--- src/rtl/bankgroup_req_ctrl_pkg.sv ---
// bankgroup_req_ctrl_pkg: shared types and constants for the bankgroup request controller
package bankgroup_req_ctrl_pkg;
  localparam int BUS_W = 33;
  localparam logic [31:0] ERR_DATA = 32'hFFFF_FFFF;
  typedef enum logic [1:0] {S_RUN, S_DRAIN, S_FLUSH} state_t;
  typedef struct packed {
    logic        err;
    logic [31:0] data;
  } rsp_t;
endpackage

--- src/rtl/bankgroup_req_ctrl_if.sv ---
// bankgroup_req_ctrl_if: upstream request and response channels
interface bankgroup_req_ctrl_if;
  logic        req_valid, req_ready, req_we, req_pattern;
  logic [1:0]  req_fifo_sel;
  logic [9:0]  req_addr;
  logic [31:0] req_wdata;
  logic        rsp_valid, rsp_ready, rsp_err;
  logic [31:0] rsp_data;
  modport master (
    output req_valid, req_we, req_pattern, req_fifo_sel, req_addr, req_wdata, rsp_ready,
    input  req_ready, rsp_valid, rsp_data, rsp_err
  );
  modport slave (
    input  req_valid, req_we, req_pattern, req_fifo_sel, req_addr, req_wdata, rsp_ready,
    output req_ready, rsp_valid, rsp_data, rsp_err
  );
endinterface

--- src/rtl/bankgroup_req_ctrl_rsp_queue.sv ---
// bankgroup_req_ctrl_rsp_queue: synchronous response FIFO; head reads as zero when empty
module bankgroup_req_ctrl_rsp_queue
  import bankgroup_req_ctrl_pkg::*;
#(
  parameter int DEPTH = 4
) (
  input  logic                       clk,
  input  logic                       rst,
  input  logic                       push,
  input  rsp_t                       push_rsp,
  input  logic                       pop,
  output rsp_t                       head,
  output logic [$clog2(DEPTH):0]     count,
  output logic                       empty
);
  localparam int AW = $clog2(DEPTH);
  rsp_t          mem [DEPTH];
  logic [AW-1:0] wr_ptr, rd_ptr;
  assign empty = count == '0;
  assign head  = empty ? '0 : mem[rd_ptr];
  always_ff @(posedge clk or negedge rst) begin
    if (!rst) begin
      wr_ptr <= '0;
      rd_ptr <= '0;
      count  <= '0;
    end else begin
      wr_ptr <= push ? wr_ptr + AW'(1) : wr_ptr;
      rd_ptr <= pop ? rd_ptr + AW'(1) : rd_ptr;
      count  <= count + (AW+1)'(push) - (AW+1)'(pop);
    end
  end
  always_ff @(posedge clk)
    if (push) mem[wr_ptr] <= push_rsp;
endmodule

--- src/rtl/bankgroup_req_ctrl.sv ---
// bankgroup_req_ctrl: request sequencer for one bankgroup with credit-limited read response capture
module bankgroup_req_ctrl
  import bankgroup_req_ctrl_pkg::*;
#(
  parameter int RSP_DEPTH = 4,
  parameter int TO_CYC    = 15,
  parameter int FLUSH_CYC = 2
) (
  input  logic                 clk,
  input  logic                 rst,
  bankgroup_req_ctrl_if.slave  bus,
  input  logic                 flush_req,
  output logic                 busy,
  output logic                 bg_en,
  output logic                 bg_we,
  output logic                 bg_re,
  output logic                 bg_pattern,
  output logic                 bg_flush,
  output logic [1:0]           bg_fifo_sel,
  output logic [9:0]           bg_addr,
  output logic [31:0]          bg_din,
  input  logic [BUS_W-1:0]     bg_dout_bus
);
  localparam int CW = $clog2(RSP_DEPTH) + 1;
  localparam int TW = $clog2(TO_CYC + 1);
  localparam int FW = $clog2(FLUSH_CYC + 1);
  state_t        state, state_nx;
  logic [CW-1:0] outstanding, q_count;
  logic [TW-1:0] to_cnt;
  logic [FW-1:0] fl_cnt;
  logic [1:0]    cur_fifo_sel;
  logic          cur_pattern, live, q_empty, flush_start;
  logic          same_mode, has_credit, fire, illegal, issue, in_valid, capture, timeout, push, pop;
  rsp_t          push_rsp, head;
  assign in_valid   = bg_dout_bus[BUS_W-1];
  assign same_mode  = bus.req_pattern == cur_pattern && bus.req_fifo_sel == cur_fifo_sel;
  assign has_credit = outstanding + q_count < CW'(RSP_DEPTH);
  assign fire       = bus.req_valid && bus.req_ready;
  assign illegal    = bus.req_pattern && bus.req_fifo_sel == 2'd3;
  assign issue      = fire && !bus.req_we && !illegal;
  assign capture    = in_valid && outstanding != '0;
  assign timeout    = !in_valid && outstanding != '0 && to_cnt == TW'(TO_CYC - 1);
  assign push       = capture || timeout || (fire && !bus.req_we && illegal);
  assign push_rsp   = capture ? {1'b0, bg_dout_bus[BUS_W-2:0]} : {1'b1, ERR_DATA};
  assign pop        = bus.rsp_ready && !q_empty;
  assign bus.rsp_valid = !q_empty;
  assign bus.rsp_data  = head.data;
  assign bus.rsp_err   = head.err;
  bankgroup_req_ctrl_rsp_queue #(.DEPTH(RSP_DEPTH)) u_rsp_queue (
    .clk(clk), .rst(rst), .push(push), .push_rsp(push_rsp), .pop(pop),
    .head(head), .count(q_count), .empty(q_empty)
  );
  always_ff @(posedge clk or negedge rst)
    if (!rst) state <= S_RUN;
    else      state <= state_nx;
  always_comb begin
    state_nx = state;
    state_nx = (state != S_FLUSH && flush_req) ? S_FLUSH :
               (state == S_RUN && bus.req_valid && !same_mode && outstanding != '0) ? S_DRAIN :
               (state == S_DRAIN && outstanding == '0) ? S_RUN :
               (state == S_FLUSH && fl_cnt == FW'(FLUSH_CYC) && !flush_req) ? S_RUN : state;
  end
  always_comb begin
    bus.req_ready = live && state == S_RUN && !flush_req && (bus.req_we || has_credit) &&
                    (same_mode || outstanding == '0);
    busy          = state != S_RUN || outstanding != '0;
    flush_start   = state_nx == S_FLUSH && state != S_FLUSH;
  end
  always_ff @(posedge clk or negedge rst) begin
    if (!rst) begin
      live         <= 1'b0;
      outstanding  <= '0;
      to_cnt       <= '0;
      fl_cnt       <= '0;
      cur_pattern  <= 1'b0;
      cur_fifo_sel <= '0;
      bg_en        <= 1'b0;
      bg_we        <= 1'b0;
      bg_re        <= 1'b0;
      bg_flush     <= 1'b0;
      bg_pattern   <= 1'b0;
      bg_fifo_sel  <= '0;
      bg_addr      <= '0;
      bg_din       <= '0;
    end else begin
      live         <= 1'b1;
      outstanding  <= flush_start ? '0 : outstanding + CW'(issue) - CW'(capture || timeout);
      to_cnt       <= (flush_start || in_valid || outstanding == '0 || timeout) ? '0 : to_cnt + TW'(1);
      fl_cnt       <= state != S_FLUSH ? '0 : fl_cnt == FW'(FLUSH_CYC) ? fl_cnt : fl_cnt + FW'(1);
      cur_pattern  <= fire ? bus.req_pattern : cur_pattern;
      cur_fifo_sel <= fire ? bus.req_fifo_sel : cur_fifo_sel;
      bg_en        <= fire && !illegal;
      bg_we        <= fire && !illegal && bus.req_we;
      bg_re        <= issue;
      bg_flush     <= flush_start;
      if (fire && !illegal) begin
        bg_pattern  <= bus.req_pattern;
        bg_fifo_sel <= bus.req_fifo_sel;
        bg_addr     <= bus.req_addr;
        bg_din      <= bus.req_wdata;
      end
    end
  end
endmodule

--- src/flat_wrapper.sv ---
// flat-port wrapper written by rule: the top's interface ports become plain ports
module bankgroup_req_ctrl_flat import bankgroup_req_ctrl_pkg::*;
#(
  parameter int RSP_DEPTH = 4,
  parameter int TO_CYC    = 15,
  parameter int FLUSH_CYC = 2
)
  (clk, rst, flush_req, busy, bg_en, bg_we, bg_re, bg_pattern, bg_flush, bg_fifo_sel, bg_addr, bg_din, bg_dout_bus, bus_req_valid, bus_req_we, bus_req_pattern, bus_req_fifo_sel, bus_req_addr, bus_req_wdata, bus_rsp_ready, bus_req_ready, bus_rsp_valid, bus_rsp_data, bus_rsp_err);
  bankgroup_req_ctrl_if bus_i ();
  input  logic clk;
  input  logic rst;
  input  logic flush_req;
  output logic busy;
  output logic bg_en;
  output logic bg_we;
  output logic bg_re;
  output logic bg_pattern;
  output logic bg_flush;
  output logic [1:0] bg_fifo_sel;
  output logic [9:0] bg_addr;
  output logic [31:0] bg_din;
  input  logic [BUS_W-1:0] bg_dout_bus;
  input wire logic [$bits(bus_i.req_valid)-1:0] bus_req_valid;
  input wire logic [$bits(bus_i.req_we)-1:0] bus_req_we;
  input wire logic [$bits(bus_i.req_pattern)-1:0] bus_req_pattern;
  input wire logic [$bits(bus_i.req_fifo_sel)-1:0] bus_req_fifo_sel;
  input wire logic [$bits(bus_i.req_addr)-1:0] bus_req_addr;
  input wire logic [$bits(bus_i.req_wdata)-1:0] bus_req_wdata;
  input wire logic [$bits(bus_i.rsp_ready)-1:0] bus_rsp_ready;
  output wire logic [$bits(bus_i.req_ready)-1:0] bus_req_ready;
  output wire logic [$bits(bus_i.rsp_valid)-1:0] bus_rsp_valid;
  output wire logic [$bits(bus_i.rsp_data)-1:0] bus_rsp_data;
  output wire logic [$bits(bus_i.rsp_err)-1:0] bus_rsp_err;
  assign bus_i.req_valid = bus_req_valid;
  assign bus_i.req_we = bus_req_we;
  assign bus_i.req_pattern = bus_req_pattern;
  assign bus_i.req_fifo_sel = bus_req_fifo_sel;
  assign bus_i.req_addr = bus_req_addr;
  assign bus_i.req_wdata = bus_req_wdata;
  assign bus_i.rsp_ready = bus_rsp_ready;
  assign bus_req_ready = bus_i.req_ready;
  assign bus_rsp_valid = bus_i.rsp_valid;
  assign bus_rsp_data = bus_i.rsp_data;
  assign bus_rsp_err = bus_i.rsp_err;
  bankgroup_req_ctrl #(.RSP_DEPTH(RSP_DEPTH), .TO_CYC(TO_CYC), .FLUSH_CYC(FLUSH_CYC)) u_core (.clk(clk), .rst(rst), .bus(bus_i), .flush_req(flush_req), .busy(busy), .bg_en(bg_en), .bg_we(bg_we), .bg_re(bg_re), .bg_pattern(bg_pattern), .bg_flush(bg_flush), .bg_fifo_sel(bg_fifo_sel), .bg_addr(bg_addr), .bg_din(bg_din), .bg_dout_bus(bg_dout_bus));
endmodule
--- config.mk ---
export PLATFORM = sky130hd
export DESIGN_NAME = bankgroup_req_ctrl_flat
export DESIGN_NICKNAME = d
export VERILOG_FILES = /design/src/rtl/bankgroup_req_ctrl_pkg.sv /design/src/rtl/bankgroup_req_ctrl_if.sv /design/src/rtl/bankgroup_req_ctrl_rsp_queue.sv /design/src/rtl/bankgroup_req_ctrl.sv /design/src/flat_wrapper.sv
export SDC_FILE = /design/constraint.sdc
export NUM_CORES = 1
export LEC_CHECK = 0
export ABC_CLOCK_PERIOD_IN_PS = 3200
export CAP_MARGIN = 10
export CORE_MARGIN = 5
export CORE_UTILIZATION = 47
export DETAILED_ROUTE_END_ITERATION = 7
export PLACE_DENSITY = 0.74
export SLEW_MARGIN = 5
export SYNTH_ARGS = -nofsm -noshare
export SYNTH_HDL_FRONTEND = slang
export SYNTH_SLANG_ARGS = --single-unit
--- constraint.sdc ---
create_clock -name clk -period 3.2 [get_ports clk]
set_input_delay 0.8 -clock clk [delete_from_list [all_inputs] [get_ports clk]]
set_output_delay 0.8 -clock clk [all_outputs]
set_load 0.01 [all_outputs]
## Word-level counts from Yosys, hierarchy flattened

Memories as Yosys holds them, arrays and structs flattened.
Index checks and enable logic that the tools add are counted.

- Output and inout bits: 85
- Flip-flop bits (word level): 71
- Logic and storage cells: 94
- Memory bits (writable): 132
- Memories: 1
- Input port bits: 84
- Bits in read-only memories: 0
- Bits in latches: 0

- Equal/unequal tests: 10
- Add/sub/neg operators: 9
- Shift operators: 0
- Mux-type cells: 12
- Div/mod/pow operators: 0
- Magnitude comparators: 1
- Bitwise logic cells: 0
- Multipliers: 0
- Reductions and logical operators: 43

Memories:

| memory | depth | bits a word | rd ports | clocked after memory_dff | write ports | RTL line | RTL |
|---|---|---|---|---|---|---|---|
| u_core.u_rsp_queue.mem | 4 | 33 | 1 | 0 | 1 | bankgroup_req_ctrl_rsp_queue.sv:17 | `rsp_t mem [DEPTH];` |

Operator list:

| cell | count |
|---|---|
| $mux W33 | 2 |
| $logic_and A1 B1 Y1 | 24 |
| $mux W2 | 6 |
| $eq A2 B2 Y1 const B | 4 |
| $logic_or A1 B1 Y1 | 8 |
| $add A2 B1 Y2 const B | 3 |
| $add A3 B1 Y3 | 2 |
| $logic_not A1 Y1 | 6 |
| $logic_not A3 Y1 | 2 |
| $sub A3 B1 Y3 | 2 |
| $add A4 B1 Y4 const B | 1 |
| $eq A4 B4 Y1 const B | 1 |
| $mux W4 | 1 |
| $add A3 B3 Y3 | 1 |
| $lt A3 B3 Y1 const B | 1 |
| $mux W3 | 1 |
| $reduce_bool A3 Y1 | 1 |
| $eq A2 B1 Y1 const B | 1 |
| $eq A2 B2 Y1 | 1 |
| $logic_not A2 Y1 | 1 |
| $mux W1 | 2 |
| $ne A2 B1 Y1 const B | 1 |
| $ne A2 B2 Y1 const B | 1 |
| $reduce_bool A2 Y1 | 1 |
| $eq A1 B1 Y1 | 1 |

## Longest topological paths before layout

- Depth after elaboration: 13
- Gate-level depth with buffers: 12
- Mapped depth without buffers: 12

## Cells and area by module

A second synthesis with hierarchy kept.

- Cells, all modules: 466
- Area total of the unflattened synthesis: 8308.0 sq um

Modules (own cells, without submodules):

| module | area an instance (sq um) | instances | cells each | seq. area each (sq um) |
|---|---|---|---|---|
| bankgroup_req_ctrl_rsp_queue | 5417.7 | 1 | 243 | 4139.0 |
| bankgroup_req_ctrl | 2890.3 | 1 | 223 | 1601.5 |

## Worst setup path after synthesis

No wires, ideal clock.

- Kind: input-to-reg
- From: input port bus_req_pattern
- To: register u_core.u_rsp_queue.count[2]
- Path buffers: 0
- Library setup time: 123 ps
- Slack: 246 ps
- Data arrival time: 2831 ps
- Cell stages on the path: 11
- Data required time: 3077 ps
- Cells stage by stage: xor2_1 -> o31ai_2 -> and3_1 -> a31o_2 -> inv_1 -> ha_1 -> inv_1 -> ha_1 -> fa_1 -> xnor2_1 -> xnor2_1

- Longest elaborated chain between the ends: 10
- Elaborated cells on any way between the ends: 11
- Those cells by class: 2 x add/sub; 1 x eq/ne; 8 x reduce/logical

RTL lines:

| item | RTL line | RTL |
|---|---|---|
| start: declaration | flat_wrapper.sv:25 | `input wire logic [$bits(bus_i.req_pattern)-1:0] bus_req_pattern;` |
| $eq A1 B1 Y1 | bankgroup_req_ctrl.sv:36 | `assign same_mode = bus.req_pattern == cur_pattern && bus.req_fifo_sel == cur_fifo_sel;` |
| $logic_and A1 B1 Y1 | bankgroup_req_ctrl.sv:36 |  |
| $logic_or A1 B1 Y1 | bankgroup_req_ctrl.sv:65 | `(same_mode \|\| outstanding == '0);` |
| $logic_and A1 B1 Y1 | bankgroup_req_ctrl.sv:64 | `bus.req_ready = live && state == S_RUN && !flush_req && (bus.req_we \|\| has_credit) &&` |
| $logic_and A1 B1 Y1 | bankgroup_req_ctrl.sv:38 | `assign fire = bus.req_valid && bus.req_ready;` |
| $logic_and A1 B1 Y1 | bankgroup_req_ctrl.sv:43 | `assign push = capture \|\| timeout \|\| (fire && !bus.req_we && illegal);` |
| $logic_and A1 B1 Y1 * | bankgroup_req_ctrl.sv:43 |  |
| $logic_or A1 B1 Y1 * | bankgroup_req_ctrl.sv:43 |  |
| $add A3 B1 Y3 * | bankgroup_req_ctrl_rsp_queue.sv:29 | `count <= count + (AW+1)'(push) - (AW+1)'(pop);` |
| $sub A3 B1 Y3 * | bankgroup_req_ctrl_rsp_queue.sv:29 |  |
| end signal: assignment | bankgroup_req_ctrl_rsp_queue.sv:29 |  |
| end: declaration | bankgroup_req_ctrl_rsp_queue.sv:13 | `output logic [$clog2(DEPTH):0] count,` |

Every way passes the cells marked *; elsewhere a longest branch is shown, timed or not.
A chain may end at the register's enable or synchronous reset.

## Worst setup path in the final report

- From: register u_core.u_rsp_queue.rd_ptr[0]
- To: output port bus_rsp_data[23]

- Longest elaborated chain between the ends: 2

RTL lines:

| item | RTL line | RTL |
|---|---|---|
| start: declaration | bankgroup_req_ctrl_rsp_queue.sv:18 | `logic [AW-1:0] wr_ptr, rd_ptr;` |
| start signal: assignment | bankgroup_req_ctrl_rsp_queue.sv:28 | `rd_ptr <= pop ? rd_ptr + AW'(1) : rd_ptr;` |
| $mem_v2 Z4 W33 | -- |  |
| $mux W33 | bankgroup_req_ctrl_rsp_queue.sv:20 | `assign head = empty ? '0 : mem[rd_ptr];` |
| end: declaration | flat_wrapper.sv:32 | `output wire logic [$bits(bus_i.rsp_data)-1:0] bus_rsp_data;` |

Every way passes these cells.

==> results.txt <==
* Die Wd: 144 µm
- Count of different cell masters after synthesis: 38
* Most used flip-flop cell after synthesis: sky130_fd_sc_hd__edfxtp_1
* Worst max-slew margin expressed relative to the limit: 0.581
- Commonest cells after routing, fill and taps aside: sky130_fd_sc_hd__clkdlybuf4s50_1, sky130_fd_sc_hd__edfxtp_1, sky130_fd_sc_hd__dfrtp_1
- Number of routed nets with antenna violations: 0
- The tool flagged a number of max-cap violations equal to 0.
* Hold-fix buffers, CTS: 0
- For this run, the slowest stage of the critical path takes approximately 0.52 ns.
* Utilization after layout: 0.632
- After floorplanning, the core was divided into 49 placement rows.
* Post-DP Area: 10500 µm²
- Setup violations remaining at the end of the flow were counted as 0.
- The tree is rooted in a sky130_fd_sc_hd__clkbuf_16.
- For this run, the total global-route usage over all layers was measured as 0.169.
- Largest cells by area after synthesis: sky130_fd_sc_hd__edfxtp_1, sky130_fd_sc_hd__dfrtp_1, sky130_fd_sc_hd__mux4_2
- Mapped Cells: about 470
- Static timing analysis puts the maximum clock frequency at about 0.32 GHz.
- Once detailed placement completed, the half-perimeter wirelength came to 11100 µm.
- The synthesized design spends more area on one cell type than any other, namely sky130_fd_sc_hd__edfxtp_1.
* Transition at the pin with the smallest max-transition slack: 0.628 ns
- The floorplan step defined a core boundary enclosing approximately 18000 µm².
* Post-layout min period: 3.09 ns
* Via count: approximately 4600
- For this run, the register share of the synthesized area comes to 0.683.
* Slack of the critical path: around 0.11 ns
* Net count after synthesis: 565
- The multi-input combinational cells in the finished layout cover a total of between 2000 and 3000 µm².
- Clock latency on the worst-skew pair, taken at its later pin, is 0.49 ns.
- The net count of the finished layout is 758.
- Dividing total power by cell area gives a power density of 929 nW/µm².
* IR drop worst, VDD: 0.540 mV
- TritonCTS built the clock tree.
* Worst hold slack: 0.321 ns
* Filler cell count: 1227
- Startpoint of the worst setup timing path: u_core.u_rsp_queue.rd_ptr[0]$_DFFE_PN0P_
- The detailed router finished its first iteration with 191 violations.
* Number of remaining DRC errors: 0
* Crit-path slowest cell: sky130_fd_sc_hd__mux4_2
- Between clock sinks in the finished design, the worst skew comes to 0.00992 ns.
- The worst setup path is captured at an output pin.
- Most common library cell in the layout ignoring fill and taps: sky130_fd_sc_hd__clkdlybuf4s50_1
* Post-detailed-route via-to-cell ratio: just over 5
* Die outline height: 144 µm
- The congestion estimate from routability-driven global placement came to 0.802.
- Synth async-reset ratio: 0.350
- After synthesis the cells add up to 8410 µm².
- Average wire per cell in the routed design: ~19 µm
- First-pass GRT wire length: 27300 µm
- In this run the number of H-tree levels came out at 1.
- Relative area change from synthesis to final layout: 33.6%
- Of the cells placed in the final design, the portion with a size suffix greater than 1 is 0.273.
* Register bit total from synthesis: around 200
- Static Leakage: 4.22 nW
- Grt total ovfl: 0
- Combined flip-flop and latch cell area: approximately 5700 µm²
* Input/output buffers: 168
- Post-synthesis area per instance: 18.0 µm²
* Series of cell instances along the critical path: buf_12 > mux4_2 > and2_1 > clkdlybuf4s50_1
- After clock tree synthesis, the clock-pin slew on the worst setup and hold paths is roughly 0.06 ns.
* Maximum count of clock buffers along a single path: 3
- The final number of hold-violating endpoints came to 0.
- DRT Wirelength: 17000 µm
* Vias in the first global route: 5170
* Slew Limit Fails: 0
* IO Count: 169
* Final non-filler cell area: 11200 µm²
- The initial utilization of the core area, before any placement, comes to 0.473.
- Number of clock buffers inserted by TritonCTS: 21
- First-pass DRT Iterations: 4
- In the finished design, the share of the clock period the worst path needs comes to 0.966.
* Startpoint of the worst-slack reg-to-reg timing path: u_core.outstanding[2]$_DFF_PN0_
- Worst hold path type: in2async
* Number of enable-type register cells in the synthesized netlist: about 130
- The clock net in this run drives a total of 203 sinks.
- Category of the worst setup path launch point: register
- Crit path DAT: approximately 2.3 ns
- Timing analysis after detailed placement gives a worst setup slack of -0.322 ns.
- The worst setup path is of the reg2out kind.
* Data required, critical path: 2.40 ns
- Setup repair after global routing left no endpoint under its margin.
- In the final timing run, aggregate negative setup slack is 0 ns.
- The repair_antennas step left the layout with diodes totalling 0.
- Warnings from Yosys: 0
* Pin count of the biggest net entering global routing: 46
- The share of synthesized area in the top cell type comes to 0.471.
- The run finished with clean final reports.
- Along the worst path, the maximum fanout reaches 18.
- The die covers 20700 µm².
- The initial antenna violation count is 0.
## registers in the layout, summed over array words and instances (netlist names), 3 cells and up
register and flops:
u_core.bg_addr 10, u_core.to_cnt 4, u_core.u_rsp_queue.count 3, u_core.u_rsp_queue.mem 132, u_core.bg_din 32, u_core.outstanding 3
## per-layer routing
| layer | share of wire | GRT usage |
|---|---|---|
| met1 | 0.41 | 0.211 |
| met2 | 0.48 | 0.291 |
| met3 | 0.095 | 0.0552 |
| met4 | 0.014 | 0.0342 |
| met5 | 0 | 0 |
## report_power, final
group / internal, mW / switching (mW)
registers: 3.60 / 0.366
clock network: 1.41 / 0.961
logic: 2.42 / 1.69
## cells by family (layout without fill, tap and decap cells)
kind of cell,Yosys count,in the layout,synth area share
AOI/OAI and AO/OA,15,15,0.0141
xor gates and xnor gates,15,15,0.0156
adders and majority gates,14,14,0.0226
buffers and inverters,34,242,0.0242
DFF,203,203,0.683
muxes,79,79,0.168
other,1,1,0.000446
and+or+nand+nor,106,106,0.0726
## critical path, delay by kind of cell, from the launching register on
| kind | cells | cell delay [ns] |
|---|---|---|
| mux | 1 | 0.52 |
| simple gates | 1 | 0.19 |
| flops | 1 | 0.41 |
| buf+inv | 2 | 0.68 |
## synth_stat cells (all sizes together), types with 2 or more instances
cell type / number
mux4: 33
fa: 2
and2: 39
or3: 2
ha: 12
edfxtp: 132
a21oi: 4
buf: 9
clkbuf: 12
nand2: 7
xor2: 7
or2: 32
inv: 13
nor2: 16
and3: 2
mux2: 46
dfrtp: 71
xnor2: 8
nand3: 2
a31oi: 2
nor3: 2
o22a: 3
## cell type report
type,count,area share
multi-input combinational,230,0.223
clock inverter,11,0.0100
clock buffer,27,0.0500
timing repair buffer,191,0.176
tap,229,0.0255
sequential,203,0.511
inverter,13,0.00434
## final timing paths
path / end / cells after the start / slack (ns)
min: u_core.bg_en$_DFF_PN0_ / 1 / 0.32
min in group clk: u_core.to_cnt[0]$_DFF_PN0_ / 1 / 0.51
max reg2reg: u_core.u_rsp_queue.count[2]$_DFF_PN0_ / 12 / 0.46
max in group asynchronous: u_core.u_rsp_queue.rd_ptr[1]$_DFFE_PN0P_ / 2 / 2.19
max: bus_rsp_data[23] / 4 / 0.11
min reg2reg: u_core.to_cnt[0]$_DFF_PN0_ / 1 / 0.51
## through the flow
step                instances  power [mW]
floorplan                 467        6.11
global placement          865        8.00
detailed placement        865        8.09
CTS                       904        10.6
global route              904        11.0
finish                    904        10.4
## repair_timing
| item | in CTS | in global routing |
|---|---|---|
| pin swaps | 1 | 0 |
| setup endpoints to repair | 34 | 12 |
| setup buffers | 1 | 0 |
| resized for setup | 7 | 4 |
(Power assumes the default switching activity.)
